### src/rtl/bus_cycle_sequencer.sv
// bus_cycle_sequencer: registers one word-aligned CPU request, drives the
// memory/peripheral bus for WAIT_STATES cycles and then until mem_ready,
// and returns read data plus a one-cycle done/error completion.
// Optional feature: define BUS_TIMEOUT_EN to build a watchdog that faults
// an access after TIMEOUT cycles of mem_ready low past the wait states.
module bus_cycle_sequencer #(
    parameter int WAIT_STATES = 1,
    parameter int TIMEOUT     = 15
) (
    input  logic        clock,
    input  logic        reset,
    input  logic [29:0] req_address,
    input  logic [31:0] req_data_out,
    input  logic [3:0]  req_data_strobes,
    input  logic        req_bus_error,
    input  logic        req_read,
    input  logic        req_write,
    output logic [31:0] req_data_in,
    output logic        busy,
    output logic        done,
    output logic        error,
    output logic [29:0] mem_address,
    output logic [31:0] mem_data_out,
    input  logic [31:0] mem_data_in,
    output logic [3:0]  mem_strobes,
    output logic        mem_read,
    output logic        mem_write,
    input  logic        mem_ready
);

    typedef enum logic [1:0] {
        IDLE     = 2'd0,
        ACCESS   = 2'd1,
        COMPLETE = 2'd2,
        FAULT    = 2'd3
    } state_t;

    // Reject out-of-range configurations at elaboration time.
    if (WAIT_STATES < 0 || WAIT_STATES > 15 || TIMEOUT < 1 || TIMEOUT > 255) begin : g_bad_params
        $error("bus_cycle_sequencer: WAIT_STATES must be 0..15 and TIMEOUT 1..255");
    end

    state_t      state_reg;
    logic [3:0]  wait_cnt_reg;
    logic [29:0] mem_address_reg;
    logic [31:0] mem_data_out_reg;
    logic [3:0]  mem_strobes_reg;
    logic        mem_read_reg;
    logic        mem_write_reg;
    logic [31:0] req_data_in_reg;
    logic        done_reg;
    logic        error_reg;
`ifdef BUS_TIMEOUT_EN
    logic [7:0]  timeout_cnt_reg;
`endif

    // Sequencer FSM: all bus strobes and completion pulses are registered here.
    always_ff @(posedge clock) begin
        if (reset) begin
            state_reg        <= IDLE;
            wait_cnt_reg     <= 4'd0;
            mem_address_reg  <= 30'd0;
            mem_data_out_reg <= 32'hffff_ffff;
            mem_strobes_reg  <= 4'd0;
            mem_read_reg     <= 1'b0;
            mem_write_reg    <= 1'b0;
            req_data_in_reg  <= 32'hffff_ffff;
            done_reg         <= 1'b0;
            error_reg        <= 1'b0;
`ifdef BUS_TIMEOUT_EN
            timeout_cnt_reg  <= 8'd0;
`endif
        end else begin
            // Completion pulses last a single cycle unless re-armed below.
            done_reg  <= 1'b0;
            error_reg <= 1'b0;
            case (state_reg)
                IDLE: begin
                    if (req_read || req_write) begin
                        if ((req_read && req_write) || req_bus_error) begin
                            // Malformed request: never touch the bus.
                            state_reg <= FAULT;
                            error_reg <= 1'b1;
                        end else begin
                            mem_address_reg  <= req_address;
                            mem_data_out_reg <= req_data_out;
                            mem_strobes_reg  <= req_data_strobes;
                            mem_read_reg     <= req_read;
                            mem_write_reg    <= req_write;
                            wait_cnt_reg     <= WAIT_STATES[3:0];
`ifdef BUS_TIMEOUT_EN
                            timeout_cnt_reg  <= 8'd0;
`endif
                            state_reg        <= ACCESS;
                        end
                    end
                end
                ACCESS: begin
                    if (wait_cnt_reg != 4'd0) begin
                        wait_cnt_reg <= wait_cnt_reg - 4'd1;
                    end else if (mem_ready) begin
                        // Ready is checked before the watchdog so a late ack still wins.
                        if (mem_read_reg) begin
                            req_data_in_reg <= mem_data_in;
                        end
                        mem_read_reg     <= 1'b0;
                        mem_write_reg    <= 1'b0;
                        mem_strobes_reg  <= 4'd0;
                        mem_data_out_reg <= 32'hffff_ffff;
                        done_reg         <= 1'b1;
                        state_reg        <= COMPLETE;
                    end
`ifdef BUS_TIMEOUT_EN
                    else if (timeout_cnt_reg == TIMEOUT[7:0]) begin
                        mem_read_reg    <= 1'b0;
                        mem_write_reg   <= 1'b0;
                        mem_strobes_reg <= 4'd0;
                        error_reg       <= 1'b1;
                        state_reg       <= FAULT;
                    end else begin
                        timeout_cnt_reg <= timeout_cnt_reg + 8'd1;
                    end
`endif
                end
                COMPLETE: begin
                    state_reg <= IDLE;
                end
                FAULT: begin
                    mem_read_reg    <= 1'b0;
                    mem_write_reg   <= 1'b0;
                    mem_strobes_reg <= 4'd0;
                    state_reg       <= IDLE;
                end
                default: begin
                    state_reg <= IDLE;
                end
            endcase
        end
    end

    // Stall the core while a request waits to be accepted or is on the bus.
    always_comb begin
        busy = !reset && (((state_reg == IDLE) && (req_read || req_write)) || (state_reg == ACCESS));
    end

    assign req_data_in  = req_data_in_reg;
    assign done         = done_reg;
    assign error        = error_reg;
    assign mem_address  = mem_address_reg;
    assign mem_data_out = mem_data_out_reg;
    assign mem_strobes  = mem_strobes_reg;
    assign mem_read     = mem_read_reg;
    assign mem_write    = mem_write_reg;

endmodule

### config.mk
export PLATFORM = sky130hd
export DESIGN_NAME = bus_cycle_sequencer
export DESIGN_NICKNAME = d
export VERILOG_FILES = /design/src/rtl/bus_cycle_sequencer.sv
export SDC_FILE = /design/constraint.sdc
export NUM_CORES = 1
export LEC_CHECK = 0
export ABC_AREA = 0
export BUFFER_PORTS_ARGS = -buffer_cell sky130_fd_sc_hd__buf_2
export CAP_MARGIN = 20
export CORE_MARGIN = 2
export CORE_UTILIZATION = 42
export DETAILED_ROUTE_END_ITERATION = 6
export GPL_TIMING_DRIVEN = 0
export PLACE_DENSITY = 0.76
export SYNTH_ARGS = -nofsm -noshare
export SYNTH_HDL_FRONTEND = slang
export SYNTH_SLANG_ARGS = --single-unit
### constraint.sdc
create_clock -name clock -period 1.5 [get_ports clock]
set_input_delay 0.225 -clock clock [delete_from_list [all_inputs] [get_ports clock]]
set_output_delay 0.225 -clock clock [all_outputs]
set_load 0.01 [all_outputs]
==> impl_metrics.tcl <==
set metrics [dict create \
    grt_pass1_vias 4221 \
    grt-ovfl-total 0 \
    crit_path_max_fanout 7 \
    drtAntennaViolNets 0 \
    synth_top_area_cell "dfxtp_1" \
    pwr_density_cell_nw_per_um2 1070 \
    cts_made_buffers 9 \
    initial_core_util 0.428 \
    seq_area_frac_synth 0.496 \
    syn-cell-area_um2 4360 \
    finalNetCount 823 \
    finalHoldViolCount 0 \
    antenna_found_initial 0 \
    min_path_type "in2reg" \
    path_cells "inv_2 > ha_4 > and4bb_2 > a22o_1 > buf_12 > buf_12 > mux2i_2" \
    status "finished with violations" \
    rsz0062_at_grt "yes" \
    power_frac_seq 0.475 \
    cp.required_ps 1750 \
    cts_tree "built" \
    grt_pass1_wl_mm 20.0 \
    viasPerCell 5.16 \
    synth_seq_cells 108 \
    finalCriticalPeriod_ps 1590 \
    insertion_delay_ps 360 \
    holdBufCountCts 0 \
    crit_type "reg2reg" \
    clockPowerShare 0.278 \
    grtUsageTotal 0.219 \
    internal-power_mw 4.69 \
    port_buffers 205 \
    synth_cells 484 \
    die-width_um 106 \
    syn_nets 590 \
    cts.path.max_buffers 2 \
    row_count 37 \
    place.gp.congestion 0.774 \
    nFillCells 894 \
    hpwl_mm 8.93 \
    clk_root_buffer_cell "clkbuf_8" \
    coreArea_um2 10200 \
    drv_slew 0 \
    slew_headroom 0.636 \
    timing.fmax_mhz 627 \
    synth.top_cell.area_share 0.496 \
    routed_wl_mm 12.7 \
    p_sw_mw 1.96 \
    setup_ws_ps -94.8 \
    area.growth.synth_to_final_pct 42.3 \
    antenna_cells 0 \
    finalPower_mw 6.65 \
    switching_share 0.294 \
    violations "negative setup slack" \
    synth_area_leaders "dfxtp_1 50%, mux2i_1 15%, nor2_1 8.5%, nor3_1 3.8%, a21oi_1 3.6%" \
    yosys_warnings 0 \
    cts_max_level 3 \
    cp.arrival_ps 1850 \
    drv_cap 0 \
    grt_start_max_net_pins 19 \
    fin_tns_setup_ps -3170 \
    drt_iter0_drc 270 \
    cts_sinks 108 \
    p_leak_nw 2.53 \
    crit_path_end_kind "flip-flop" \
    worstPathBufferInverterCount 3 \
    critPathLaunchType "flip-flop" \
    placed_area_um2 5580 \
    critPathTopFamily "buffers and inverters" \
    wire_per_inst_um 14.8 \
    synth.distinct_cells 38 \
    max-vdd-ir-drop_v 0.000640 \
    slowest_delay_ps 350 \
    vias 4425 \
    worst-slew-pin-transition_ps 546 \
    drive_above_1_share 0.385 \
    cpMostUsedCell "buf_12" \
    clkTransAtPathRegs_ps 110 \
    period_share 1.06 \
    crit_slowest_cell "dfxtp_2" \
    die_h_um 106 \
    drc 0 \
    final_core_utilization 0.610 \
    skew_ps 16.1 \
    syn_area_per_cell_um2 9.01 \
    dr.pass1.iters 4 \
    ios 207 \
    finalSetupViolations 71 \
    die_area_um2 11200 \
    design_area_um2 6210 \
    pwr-share-comb 0.247 \
]
## final timing paths
| check | from | endpoint | slack (ps) | cells after the start |
|---|---|---|---|---|
| max | wait_cnt_reg[1] | mem_data_out[12] | -90 | 7 |
| min reg2reg | mem_address[6] | mem_address[6] | 480 | 2 |
| max reg2reg | wait_cnt_reg[1] | mem_data_out[12] | -90 | 7 |
| min | req_data_strobes[0] | mem_strobes[0] | 80 | 2 |
## per-stage QoR
step                setup WS (ps)  hold slack [ps]  cells
global placement             -246              436    825
floorplan                   -7.47              347    484
global route                 -138             59.8    858
CTS                          -105             56.3    858
detailed placement           -331              439    825
finish                      -94.8             77.8    858
## routing by layer
metal  part of all wire  vias up  track usage
met2               0.51      157        0.386
met5                  0        -            0
li1                   -     2145            -
met1               0.42     2105        0.274
met4              0.014        0       0.0714
met3              0.055       18       0.0349
## cells in the final DEF (no fill, tap or decap), drive strengths merged, types with 2 or more instances in the layout
master and count:
clkbuf 41, nor2b 3, mux2i 65, dfxtp 108, a22o 2, ha 2
buf 237, nand4 2, a21oi 31, nor3 35, o211ai 2, a32o 6
o21ai 31, nand3 31, nor2 99, inv 7
## synth_stat cells (all sizes together)
cell type / number
dfxtp: 108
nor2: 99
mux2i: 65
nor3: 35
clkbuf: 33
a21oi: 31
nand3: 31
o21ai: 31
buf: 12
a32o: 6
inv: 4
nor2b: 3
a22o: 2
ha: 2
nand4: 2
o211ai: 2
a21boi: 1
a221o: 1
a31oi: 1
and3: 1
and3b: 1
and4bb: 1
maj3: 1
nand2: 1
nand3b: 1
nor4: 1
o21a: 1
o311ai: 1
o31a: 1
o31ai: 1
or3: 1
or3b: 1
xnor2: 1
xor2: 1
## area by class of cell
cell class | instances | area (um2) | area share
Clock inverter | 5 | 65.1 | 0.0105
Clock buffer | 11 | 141 | 0.0228
Inverter | 4 | 17.5 | 0.00282
Tap cell | 136 | 170 | 0.0274
Timing Repair Buffer | 223 | 1270 | 0.205
Buffer | 44 | 330 | 0.0532
Multi-Input combinational cell | 327 | 2040 | 0.329
Sequential cell | 108 | 2170 | 0.350
## cell families (layout without fill, tap and decap cells)
| family | Yosys count | count (layout) | synth area share |
|---|---|---|---|
| AO/OA/AOI/OAI | 79 | 79 | 0.105 |
| buffers and inverters | 49 | 287 | 0.0522 |
| AND/OR/NAND/NOR | 178 | 178 | 0.184 |
| XOR/XNOR | 2 | 2 | 0.00574 |
| flip-flops | 108 | 108 | 0.496 |
| adder cells (fa/ha/maj) | 3 | 3 | 0.00803 |
| multiplexers | 65 | 65 | 0.149 |
## power by group through the flow
stage                     combinational (mW)  clock [mW]  sequential (mW)
final                                   1.64        1.85             3.16
after global routing                    1.79        2.01             3.17
after CTS                               1.60        1.89             3.15
after detailed placement                1.29           0             3.21
after global placement                  1.25           0             3.20
after floorplan                        0.730           0             3.28
## timing repair
item | 4_1_cts | 5_1_grt
cloned | 5 | 1
setup endpoints to repair | 104 | 102
gates resized for setup | 50 | 34
setup buffers | 13 | 1
endpoints found under the hold margin | 0 | 0
pin swaps | 13 | 6
No activity file was read; power rests on OpenSTA's default activity.
